$ cat config.mk
export PLATFORM = sky130hd
export DESIGN_NAME = vga_compositor
export DESIGN_NICKNAME = d
export VERILOG_FILES = /design/src/rtl/vga_compositor.sv
export SDC_FILE = /design/constraint.sdc
export NUM_CORES = 1
export LEC_CHECK = 0
export ABC_AREA = 0
export CAP_MARGIN = 30
export CORE_MARGIN = 3
export CORE_UTILIZATION = 60
export CTS_BUF_LIST = sky130_fd_sc_hd__clkbuf_8
export DETAILED_ROUTE_END_ITERATION = 8
export GPL_ROUTABILITY_DRIVEN = 0
export PLACE_DENSITY = 0.89
export SYNTH_ARGS = -nofsm -noshare
export SYNTH_HDL_FRONTEND = slang
export SYNTH_SLANG_ARGS = --single-unit
$ cat constraint.sdc
create_clock -name clk_in -period 2.25 [get_ports clk_in]
set_clock_uncertainty 0.05 [all_clocks]
set_input_delay 0.225 -clock clk_in [delete_from_list [all_inputs] [get_ports clk_in]]
set_output_delay 0.225 -clock clk_in [all_outputs]
set_load 0.05 [all_outputs]
$ cat src/rtl/vga_compositor.sv
// Two-stage pixel compositor: tag decode / overlay priority, then register-file colour lookup.
// Optional blink of overlay 0 is built when VGA_COMP_BLINK_EN is defined.
module vga_compositor #(
    parameter int PIXEL_W      = 8,
    parameter int NUM_COLORS   = 4,
    parameter int NUM_OVERLAYS = 2,
    parameter int GRAY_BITS    = 4,
    parameter int DEFER_WRITES = 1,
    parameter int BLINK_LOG2   = 5
) (
    input  logic                                            clk_in,
    input  logic                                            rst_in,
    input  logic [PIXEL_W-1:0]                              pixel_in,
    input  logic [NUM_OVERLAYS-1:0]                         overlay_in,
    input  logic                                            valid_in,
    input  logic                                            hsync_in,
    input  logic                                            vsync_in,
    input  logic                                            blank_in,
    input  logic                                            frame_start,
    input  logic                                            pal_we,
    input  logic [$clog2(NUM_COLORS+NUM_OVERLAYS+1)-1:0]    pal_addr,
    input  logic [11:0]                                     pal_data,
    output logic                                            pal_ready,
    output logic [11:0]                                     pixel_out,
    output logic                                            valid_out,
    output logic                                            hsync_out,
    output logic                                            vsync_out,
    output logic                                            blank_out
);
    localparam int R  = NUM_COLORS + NUM_OVERLAYS + 1;
    localparam int RA = $clog2(R);
    localparam int IW = PIXEL_W - 2;

    localparam logic [0:0] SLOT_EMPTY   = 1'b0;
    localparam logic [0:0] SLOT_PENDING = 1'b1;

    typedef struct packed {
        logic hsync;
        logic vsync;
        logic blank;
    } timing_t;

    function automatic logic [11:0] rst_val(input int k);
        logic [11:0] v;
        v = 12'hFFF;
        if (k < NUM_COLORS) begin
            case (k)
                0: v = 12'hFF0;
                1: v = 12'hA26;
                2: v = 12'h0F0;
                3: v = 12'hF00;
                default: v = 12'hFFF;
            endcase
        end else if (k < NUM_COLORS + NUM_OVERLAYS) begin
            case (k - NUM_COLORS)
                0: v = 12'h00F;
                1: v = 12'hA26;
                default: v = 12'hFFF;
            endcase
        end
        return v;
    endfunction

    logic [11:0] regs [R];

    logic [0:0]    slot_state;
    logic [RA-1:0] slot_addr;
    logic [11:0]   slot_data;
    logic          commit;

    assign pal_ready = (slot_state == SLOT_EMPTY);
    // Capture while EMPTY, so a frame_start coincident with capture is never the commit pulse.
    assign commit = (slot_state == SLOT_PENDING) && ((DEFER_WRITES == 0) || frame_start);

    always_ff @(posedge clk_in) begin
        if (rst_in) begin
            slot_state <= SLOT_EMPTY;
            slot_addr  <= '0;
            slot_data  <= '0;
        end else if (slot_state == SLOT_EMPTY) begin
            if (pal_we) begin
                slot_state <= SLOT_PENDING;
                slot_addr  <= pal_addr;
                slot_data  <= pal_data;
            end
        end else if (commit) begin
            slot_state <= SLOT_EMPTY;
        end
    end

    always_ff @(posedge clk_in) begin
        if (rst_in) begin
            for (int k = 0; k < R; k++) regs[k] <= rst_val(k);
        end else if (commit && (int'(slot_addr) < R)) begin
            regs[slot_addr] <= slot_data;
        end
    end

    logic [NUM_OVERLAYS-1:0] ov_eff;

`ifdef VGA_COMP_BLINK_EN
    logic [BLINK_LOG2-1:0] blink_cnt;

    always_ff @(posedge clk_in) begin
        if (rst_in)           blink_cnt <= '0;
        else if (frame_start) blink_cnt <= blink_cnt + 1'b1;
    end

    assign ov_eff = overlay_in & ~NUM_OVERLAYS'(blink_cnt[BLINK_LOG2-1]);
`else
    assign ov_eff = overlay_in;
`endif

    logic [1:0]    tag;
    logic [IW-1:0] idx;
    logic [IW-1:0] gray_top;
    logic          sel_gray;
    logic [RA-1:0] sel_idx;
    logic [3:0]    sel_g;

    assign tag = pixel_in[PIXEL_W-1 -: 2];
    assign idx = pixel_in[IW-1:0];

    always_comb begin
        sel_gray = 1'b1;
        sel_idx  = RA'(R - 1);
        gray_top = idx >> (IW - GRAY_BITS);
        sel_g    = 4'(gray_top) << (4 - GRAY_BITS);
        if (tag == 2'b11) begin
            sel_gray = 1'b0;
            if (int'(idx) < NUM_COLORS) sel_idx = RA'(idx);
        end
        // Walk high-to-low so the lowest set overlay bit wins.
        for (int i = NUM_OVERLAYS - 1; i >= 0; i--) begin
            if (ov_eff[i]) begin
                sel_gray = 1'b0;
                sel_idx  = RA'(NUM_COLORS + i);
            end
        end
    end

    logic          s1_gray;
    logic [RA-1:0] s1_idx;
    logic [3:0]    s1_g;
    logic [2:1]    vld_pipe;
    timing_t [2:1] tim_pipe;

    always_ff @(posedge clk_in) begin
        if (rst_in) begin
            s1_gray   <= 1'b0;
            s1_idx    <= '0;
            s1_g      <= '0;
            vld_pipe  <= '0;
            tim_pipe  <= '0;
            pixel_out <= '0;
        end else begin
            s1_gray  <= sel_gray;
            s1_idx   <= sel_idx;
            s1_g     <= sel_g;
            vld_pipe <= {vld_pipe[1], valid_in};
            tim_pipe <= {tim_pipe[1], timing_t'{hsync_in, vsync_in, blank_in}};
            if (!vld_pipe[1])  pixel_out <= 12'h000;
            else if (s1_gray)  pixel_out <= {s1_g, s1_g, s1_g};
            else               pixel_out <= regs[s1_idx];
        end
    end

    assign valid_out = vld_pipe[2];
    assign hsync_out = tim_pipe[2].hsync;
    assign vsync_out = tim_pipe[2].vsync;
    assign blank_out = tim_pipe[2].blank;

endmodule
# == After elaboration in Yosys (flattened, before gate mapping) ==
# Memory sizes are Yosys's and may differ from the RTL's.
# Cells that the tools add are included.
# totals
regBits,44
mem_bits_rw,84
inputBits,33
out_inout_bits,17
word_cells,51
n_memories,1
# mem_list
name,words,word_bits,read_ports,rd_clocked_by_memory_dff,write_ports,line_no,text
regs,7,12,1,0,7,64,logic [11:0] regs [R];
# op_classes
n_lt_le_gt_ge,2
n_eq_ne,1
n_mux,22
n_bitwise,2
reduce_logical,7
# ops
operator,n
12-bit 2-to-1 mux,7
3-bit 2-to-1 mux,5
12-bit OR reduction,1
1-bit 2-to-1 mux,10
"6-bit by 3-bit less-than comparator with 1-bit output, second input constant",1
2-bit OR reduction,2
"3-bit less-than comparator, second input constant",1
3-bit OR reduction,1
"2-bit == test, second input constant",1
1-bit logical AND,2
1-bit inverter,2
2-bit AND reduction,1

# == Logic depth before layout (Yosys ltp) ==
# Gate-level depths: netlist of run 1.
# logic_depth
word_depth,7
mapped_depth,6
depth_no_buf,3

# == Worst setup path after synthesis of run 1 ==
# OpenSTA, ideal clock, no wires.
# synth_path
kind,reg2reg
from,register slot_state
to,memory regs[1][0] (enable)
setup_ns,0.400
arrival_ns,1.545
required_ns,1.800
path_slack_ns,0.254
path_stages_with_launch,3
path_buffers,0
period_less_slack_ns,1.996
path_cell_list,dfxtp_1 > nand3_1 > o31ai_1
# synth_rtl
element,line_no,text
start: declaration,66,logic [0:0] slot_state;
start signal: assignment,77,slot_state <= SLOT_EMPTY;
start signal: assignment,82,slot_state <= SLOT_PENDING;
start signal: assignment,87,slot_state <= SLOT_EMPTY;
end: declaration,64,

# == Worst setup path after layout of run 1 ==
# layout_path
from,register slot_state
to,output port pal_ready
# layout_between
elab_chain_len,1
# layout_rtl
element,line_no,text
1-bit inverter (no source line),n/a,
end: declaration,23,"output logic pal_ready,"
# No other way between the ends.

==> impl_results.rst, run 1 <==
.. list-table::
   :header-rows: 1

   * - Metric
     - Value
   * - Result of the run
     - complete, no violations
   * - Number of placement rows
     - 34
   * - Synth unique cells
     - 39
   * - Post-layout net count
     - about 550
   * - Number of nets still failing antenna checks after routing
     - 0
   * - Total Routing Usage GR
     - 0.247
   * - Startpoint type of the worst setup path
     - register
   * - First-pass GRT wire length
     - 20.2 mm
   * - Number of cells on the worst hold path
     - 3
   * - Root buf cell
     - sky130_fd_sc_hd__clkbuf_8
   * - Maximum fanout along the worst path
     - 8
   * - Final number of hold-violating endpoints
     - 0
   * - Combinational Power Share
     - 0.073
   * - Proportion of netlist area held by the largest area contributor
     - 0.441
   * - Synthesized-area fraction occupied by and/or/nand/nor cells
     - 0.140
   * - Reported net switching power
     - 1240 µW
   * - Most used standard cell by instance count after synthesis
     - sky130_fd_sc_hd__edfxtp_1
   * - Core area
     - 8980 µm²
   * - Number of global-route vias before repair
     - 3,850
   * - # hold bufs at CTS
     - 0
   * - Critical Path RT
     - 1980 ps
   * - Data arrival time of the worst path
     - 1710 ps
   * - Placed instance count
     - about 620
   * - Clock power frac
     - 0.400
   * - WS Path Type
     - reg -> out
   * - Biggest cell delay along the critical path
     - around 800 ps
   * - Quantity of I/O buffers inserted on ports
     - 49
   * - Number of remaining DRC errors
     - 0
   * - CTS H-Tree Depth
     - 4
   * - Util after Layout
     - 0.762
   * - Area post-placement
     - 6410 µm²
   * - Number of vias per cell
     - 5.90
   * - Sequential element share of the synthesized area
     - 0.637
   * - Number of synthesized flops with an enable pin
     - 84
   * - Critical Path Slowest Stage Cell
     - sky130_fd_sc_hd__clkdlybuf4s50_1
   * - Sink Count
     - 140
   * - Synth top cells by count
     - sky130_fd_sc_hd__edfxtp_1, sky130_fd_sc_hd__dfxtp_1, sky130_fd_sc_hd__nand2_1
   * - Die Y-Extent
     - just over 100 µm
   * - Aggregate negative setup slack
     - 0 ps
   * - Fraction of power consumed by sequential logic
     - 0.527
   * - Worst-case headroom to the max-slew limit
     - 0.392
   * - Count of mapped cells out of synthesis
     - 441
   * - Chain of cells forming the critical path
     - inv_1 > clkdlybuf4s50_1
   * - Async SR Flop Fraction
     - 0
   * - Initial drt markers
     - 426
   * - Area taken by flip-flops and latches
     - 3640 µm²
   * - Peak supply drop
     - 0.452 mV
   * - Synth Area in Compound Gates
     - 0.0928
   * - Critical Path Sink Type
     - primary output
   * - Area growth from synthesis to layout
     - 19.7%
   * - Max Fclk
     - 503 MHz
   * - Clock tree from TritonCTS
     - done
   * - Levels on crit path
     - 2
   * - Clock buffers created by TritonCTS
     - 17
   * - Class of the most critical hold timing path
     - in -> reg
   * - Pleak
     - roughly 0.0023 µW
   * - Number of register bits inferred by synthesis
     - 140
   * - Die Wd
     - 104 µm
   * - Unrepaired setup endpoints after global routing
     - false
   * - Initial antenna violation count
     - 0
   * - Combined area of the multi-input logic cells
     - 1880 µm²
   * - Number of instances resized during post-cts repair
     - 0
   * - Post-route cell area
     - 6840 µm²
   * - Switching share of power
     - 0.229
   * - Final standard cell count with taps included and fillers excluded
     - 653
   * - Mean instance size in the synthesized netlist
     - approximately 13 µm²
   * - YS warnings
     - 0
   * - Biggest area consumer among synthesized cells
     - sky130_fd_sc_hd__edfxtp_1
   * - Slew Limit Fails
     - 0
   * - Final worst path period need
     - 1990 ps
   * - Number of buffers inserted to repair setup after CTS
     - 0
   * - Detail-routed net length per standard cell
     - 19.5 µm
   * - Largest net degree at the start of global routing
     - 27
   * - Worst Max-Slew Pin Slew
     - approximately 910 ps
   * - Filler cell count in the final layout
     - 524
   * - Register-to-register setup slack
     - 390 ps
   * - Ports placed on the boundary
     - 50
   * - Power Internal
     - 4180 µW
   * - HPWL after DPL
     - 8.93 mm
   * - Area share of fa/ha/maj cells after synthesis
     - 0
   * - Max-cap violations
     - 0
   * - Final period utilization
     - 0.884
   * - Die Outline Area
     - 10,700 µm²
   * - Starting utilization of the core area
     - 0.637
   * - Clock-pin slew on the worst setup and hold paths
     - roughly 80 ps
   * - Number of endpoints failing setup at the final stage
     - 0
   * - Aggregate global routing overflow
     - 0
   * - Cell class contributing the biggest share of worst-path delay
     - buffers and inverters
   * - Via count of the routed design
     - 3,853
   * - Fraction of layout instances using a drive strength above 1
     - 0.142
   * - Antenna cells
     - 0
   * - Summed instance area of the synthesized netlist
     - 5720 µm²
   * - DRT Pass-1 Iters
     - 5
   * - Leading cell types by total area after synthesis
     - sky130_fd_sc_hd__edfxtp_1, sky130_fd_sc_hd__dfxtp_1, sky130_fd_sc_hd__mux4_2, sky130_fd_sc_hd__mux2i_1, sky130_fd_sc_hd__nand2_1
   * - Clock insertion delay at the later pin of the skew report
     - 430 ps
   * - Buffers plus inverters on the worst setup path
     - 2
   * - Worst reg2reg path depth
     - 3
   * - Xor and xnor area share after synthesis
     - 0
   * - Bufs on Longest Clock Path
     - 2
   * - Power, Total
     - 5410 µW
   * - Final wirelength
     - 12.7 mm
   * - Power per unit of standard cell area
     - approximately 790 nW/µm²
   * - Dominant combinational cell family by area after synthesis
     - simple AND/OR/NAND/NOR gates
   * - Most used flip-flop cell after synthesis
     - sky130_fd_sc_hd__edfxtp_1
   * - Multiplexer fraction of the synthesized cell area
     - 0.0893
[layer usage]
layer  up-vias  part of all wire  GRT usage
met5         -                 0          0
met4         0             0.031      0.119
met3        42             0.094     0.0784
met2       225              0.50      0.416
met1      1825              0.38      0.289
li1       1761                 -          -
[path summary, 6_finish.rpt]
| path | from | to |
|---|---|---|
| max | slot_state | pal_ready |
| min | pal_data[1] | slot_data[1] |
| max reg2reg | slot_state | regs[5][9] |
| min reg2reg | tim_pipe[1] | vsync_out |
[area by class of cell]
| class | instances | area share |
|---|---|---|
| clock buffers | 17 | 0.0342 |
| clock inverters | 15 | 0.0291 |
| inverters | 14 | 0.00768 |
| multi-input cells | 270 | 0.275 |
| flip-flops and latches | 140 | 0.533 |
| well taps | 126 | 0.0230 |
| repair buffers | 71 | 0.0977 |
[kinds of logic after synthesis]
family,Yosys count
compound gates,70
simple gates,152
buf+inv,42
other cells,1
flops,140
mux,36
[placed cells by master (no fill, tap or decap), types with 2 or more instances in the layout]
| cell type | n |
|---|---|
| sky130_fd_sc_hd__edfxtp_1 | 84 |
| sky130_fd_sc_hd__dfxtp_1 | 55 |
| sky130_fd_sc_hd__nand2_1 | 50 |
| sky130_fd_sc_hd__clkdlybuf4s50_1 | 49 |
| sky130_fd_sc_hd__mux2i_1 | 24 |
| sky130_fd_sc_hd__nor2_1 | 22 |
| sky130_fd_sc_hd__buf_4 | 21 |
| sky130_fd_sc_hd__and2_1 | 20 |
| sky130_fd_sc_hd__clkbuf_8 | 17 |
| sky130_fd_sc_hd__inv_1 | 16 |
| sky130_fd_sc_hd__a21oi_1 | 16 |
| sky130_fd_sc_hd__nand2b_1 | 15 |
| sky130_fd_sc_hd__nor2b_1 | 14 |
| sky130_fd_sc_hd__o21ai_0 | 13 |
| sky130_fd_sc_hd__a221oi_1 | 12 |
| sky130_fd_sc_hd__mux4_2 | 12 |
| sky130_fd_sc_hd__o311ai_1 | 12 |
| sky130_fd_sc_hd__conb_1 | 12 |
| sky130_fd_sc_hd__nand3_1 | 11 |
| sky130_fd_sc_hd__nor3_1 | 7 |
| sky130_fd_sc_hd__o221a_1 | 6 |
| sky130_fd_sc_hd__o221a_2 | 6 |
| sky130_fd_sc_hd__bufinv_16 | 4 |
| sky130_fd_sc_hd__clkinv_4 | 4 |
| sky130_fd_sc_hd__or2_1 | 3 |
| sky130_fd_sc_hd__clkinvlp_4 | 3 |
| sky130_fd_sc_hd__and3_1 | 2 |
[flip-flops by register name, indices dropped and copies added, names as in the netlist, 2 cells and up]
name / count
s1_g: 4
regs: 96
tim_pipe: 3
vld_pipe: 2
slot_data: 12
s1_idx: 3
pixel_out: 12
slot_addr: 3
[per-stage QoR]
step,hold slack [ps],worst slack (ps)
after floorplan,254,254
after global placement,366,213
after detailed placement,389,23.6
after CTS,262,247
after global routing,272,199
final,281,262
[power groups by stage]
stage | clock, µW | combinational, µW | sequential (µW)
after detailed placement | 0 | 389 | 2910
after floorplan | 0 | 214 | 2910
after global routing | 2300 | 423 | 2860
after global placement | 0 | 378 | 2900
final | 2170 | 397 | 2850
after CTS | 2180 | 395 | 2850
[worst min-delay path, stage by stage]
cell                              delay, ps
sky130_fd_sc_hd__clkdlybuf4s50_1        390
sky130_fd_sc_hd__nand2_1                 50
sky130_fd_sc_hd__a21oi_1                 50
Power figures use the tool's default switching activity.
==> run 2, diff against run 1 <==
==> constraint.sdc (replaced) <==
create_clock -name clk_in -period 2.25 [get_ports clk_in]
set_clock_uncertainty 0.05 [all_clocks]
set_input_delay 0.45 -clock clk_in [delete_from_list [all_inputs] [get_ports clk_in]]
set_output_delay 0.45 -clock clk_in [all_outputs]
set_load 0.05 [all_outputs]
==> impl_results.rst, run 2 (synthesized netlist as in run 1, its figures left out) <==
.. list-table::
   :header-rows: 1

   * - Metric
     - Value
   * - Worst-case headroom to the max-slew limit
     - 0.529 (+0.137)
   * - Root buf cell
     - sky130_fd_sc_hd__clkbuf_8
   * - Clock buffers created by TritonCTS
     - 17 (unchanged)
   * - Register with the most flip-flops
     - regs
   * - Pleak
     - 0.00235 µW (+1.1%)
   * - DRT Pass-1 Iters
     - 5 (unchanged)
   * - Max-cap violations
     - 0 (unchanged)
   * - Aggregate global routing overflow
     - 0 (unchanged)
   * - Cell class contributing the biggest share of worst-path delay
     - buffers and inverters
   * - Power per unit of standard cell area
     - 714 nW/µm² (-9.8%)
   * - Commonest non-fill, non-tap cell in the layout
     - sky130_fd_sc_hd__edfxtp_1
   * - Quantity of I/O buffers inserted on ports
     - 49 (unchanged)
   * - Largest register FFs
     - 96 (unchanged)
   * - Number of vias per cell
     - 5.85 (-0.85%)
   * - Buffers plus inverters on the worst setup path
     - 1 (-1)
   * - Clock tree from TritonCTS
     - done
   * - Combinational Power Share
     - 0.085 (+0.012)
   * - Initial drt markers
     - 381 (-11%)
   * - Data arrival time of the worst path
     - 1530 ps (-180 ps)
   * - Core area
     - 8980 µm² (unchanged)
   * - Starting utilization of the core area
     - 0.637 (unchanged)
   * - Total Routing Usage GR
     - 0.242 (-0.00522)
   * - Via count of the routed design
     - 3,867 (+0.36%)
   * - Sink Count
     - 140 (unchanged)
   * - Area growth from synthesis to layout
     - 19.2%
   * - Combined area of the multi-input logic cells
     - 1880 µm² (unchanged)
   * - Critical Path Sink Type
     - primary output
   * - Final wirelength
     - 12.4 mm (-2.6%)
   * - Final worst path period need
     - 2030 ps (+44.1 ps)
   * - Worst Max-Slew Pin Slew
     - 705 ps (-205 ps)
   * - Number of remaining DRC errors
     - 0 (unchanged)
   * - Die Wd
     - 104 µm (unchanged)
   * - Number of endpoints failing setup at the final stage
     - 0 (unchanged)
   * - Detail-routed net length per standard cell
     - 18.8 µm (-3.8%)
   * - Slew Limit Fails
     - 0 (unchanged)
   * - Number of placement rows
     - 34 (unchanged)
   * - Number of global-route vias before repair
     - 3,798 (-1.4%)
   * - Filler cell count in the final layout
     - 558 (+6.5%)
   * - Number of cells on the worst hold path
     - 1 (-2)
   * - Clock-pin slew on the worst setup and hold paths
     - 70 ps (about the same)
   * - HPWL after DPL
     - 9.03 mm (+1.2%)
   * - Final number of hold-violating endpoints
     - 0 (unchanged)
   * - Biggest cell delay along the critical path
     - 800 ps (about the same)
   * - Max Fclk
     - 492 MHz (-2.2%)
   * - Area taken by flip-flops and latches
     - 3640 µm² (unchanged)
   * - Peak supply drop
     - 0.353 mV (-22%)
   * - Result of the run
     - complete, no violations
   * - Fraction of layout instances using a drive strength above 1
     - 0.148 (+0.00535)
   * - Critical Path RT
     - 1750 ps (-230 ps)
   * - Worst reg2reg path depth
     - 3 (unchanged)
   * - Startpoint type of the worst setup path
     - register
   * - Die Outline Area
     - 10,700 µm² (unchanged)
   * - Ports placed on the boundary
     - 50 (unchanged)
   * - Aggregate negative setup slack
     - 0 ps (unchanged)
   * - Final period utilization
     - 0.903 (+0.0196)
   * - Antenna cells
     - 0 (unchanged)
   * - Top Registers
     - regs (96), pixel_out (12), slot_data (12)
   * - Reported net switching power
     - 1160 µW (-6.4%)
   * - Final standard cell count with taps included and fillers excluded
     - 661 (+1.2%)
   * - Post-layout net count
     - 555 (+1.5%)
   * - Clock insertion delay at the later pin of the skew report
     - 430 ps (about the same)
   * - WS Path Type
     - reg -> out
   * - Placed instance count
     - 629 (+1.3%)
   * - Class of the most critical hold timing path
     - reg -> reg
   * - Switching share of power
     - 0.238 (+0.00966)
   * - Largest net degree at the start of global routing
     - 31 (+15%)
   * - Leading cell types in the layout, fill and taps excluded
     - sky130_fd_sc_hd__edfxtp_1, sky130_fd_sc_hd__dfxtp_1, sky130_fd_sc_hd__nand2_1
   * - Fraction of power consumed by sequential logic
     - 0.586 (+0.059)
   * - Maximum fanout along the worst path
     - 1 (-7)
   * - First-pass GRT wire length
     - 20.1 mm (-0.48%)
   * - Chain of cells forming the critical path
     - clkdlybuf4s50_1
   * - Bufs on Longest Clock Path
     - 2 (unchanged)
   * - Number of nets still failing antenna checks after routing
     - 0 (unchanged)
   * - Initial antenna violation count
     - 0 (unchanged)
   * - Clock power frac
     - 0.330 (-0.070)
   * - Power Internal
     - 3700 µW (-11%)
   * - CTS H-Tree Depth
     - 4 (unchanged)
   * - Levels on crit path
     - 1 (-1)
   * - Critical Path Slowest Stage Cell
     - sky130_fd_sc_hd__clkdlybuf4s50_1
   * - Die Y-Extent
     - 104 µm (unchanged)
   * - Unrepaired setup endpoints after global routing
     - false
run 2: per-layer routing:
layer  track usage  routed length, µm  share of wire  vias to the layer above
li1              -                  -              -                     1774
met1         0.304               5030           0.41                     1864
met2         0.407               6210           0.50                      211
met3        0.0703                943          0.076                       18
met4        0.0798                224          0.018                        0
met5             0                  0              0                        -
run 2: through the flow:
| stage | worst slack (ps) | util | hold slack (ps) | cell area [µm²] | total power [µW] |
|---|---|---|---|---|---|
| after floorplan | 216 | - | 364 | 5760 | 3130 |
| after global placement | 106 | 0.725 | 366 | 6500 | 3290 |
| after detailed placement | 21.6 | 0.725 | 378 | 6500 | 3310 |
| after CTS | 5.07 | 0.759 | 395 | 6810 | 4880 |
| after global routing | 162 | 0.759 | 415 | 6820 | 5040 |
| final | 218 | 0.759 | 389 | 6820 | 4860 |
run 2: path summary, 6_finish.rpt:
path	from	to	slack (ps)
worst max-delay path	pixel_out[11]	pixel_out[11]	220
worst min-delay path	tim_pipe[2]	hsync_out	390
worst max register to register	slot_addr[2]	regs[6][6]	400
worst min register to register	tim_pipe[2]	hsync_out	390
run 2: area by class of cell:
type / instances / area share
clock buffer: 17 / 0.0343
clock inverter: 15 / 0.0108
inverter: 14 / 0.00771
multi-input combinational: 270 / 0.276
sequential: 140 / 0.535
tap: 126 / 0.0231
timing repair buffer: 79 / 0.113
run 2: power by group through the flow:
stage               logic [µW]  registers, µW  clock network (µW)
floorplan                  214           2910                   0
global placement           393           2900                   0
detailed placement         407           2900                   0
CTS                        410           2850                1620
global route               439           2860                1740
finish                     412           2850                1600
run 2: what timing repair did:
item	4_1_cts	5_1_grt
endpoints found under the setup margin	0	1
gates resized for setup	0	1
setup buffers	0	0
hold buffers	0	0
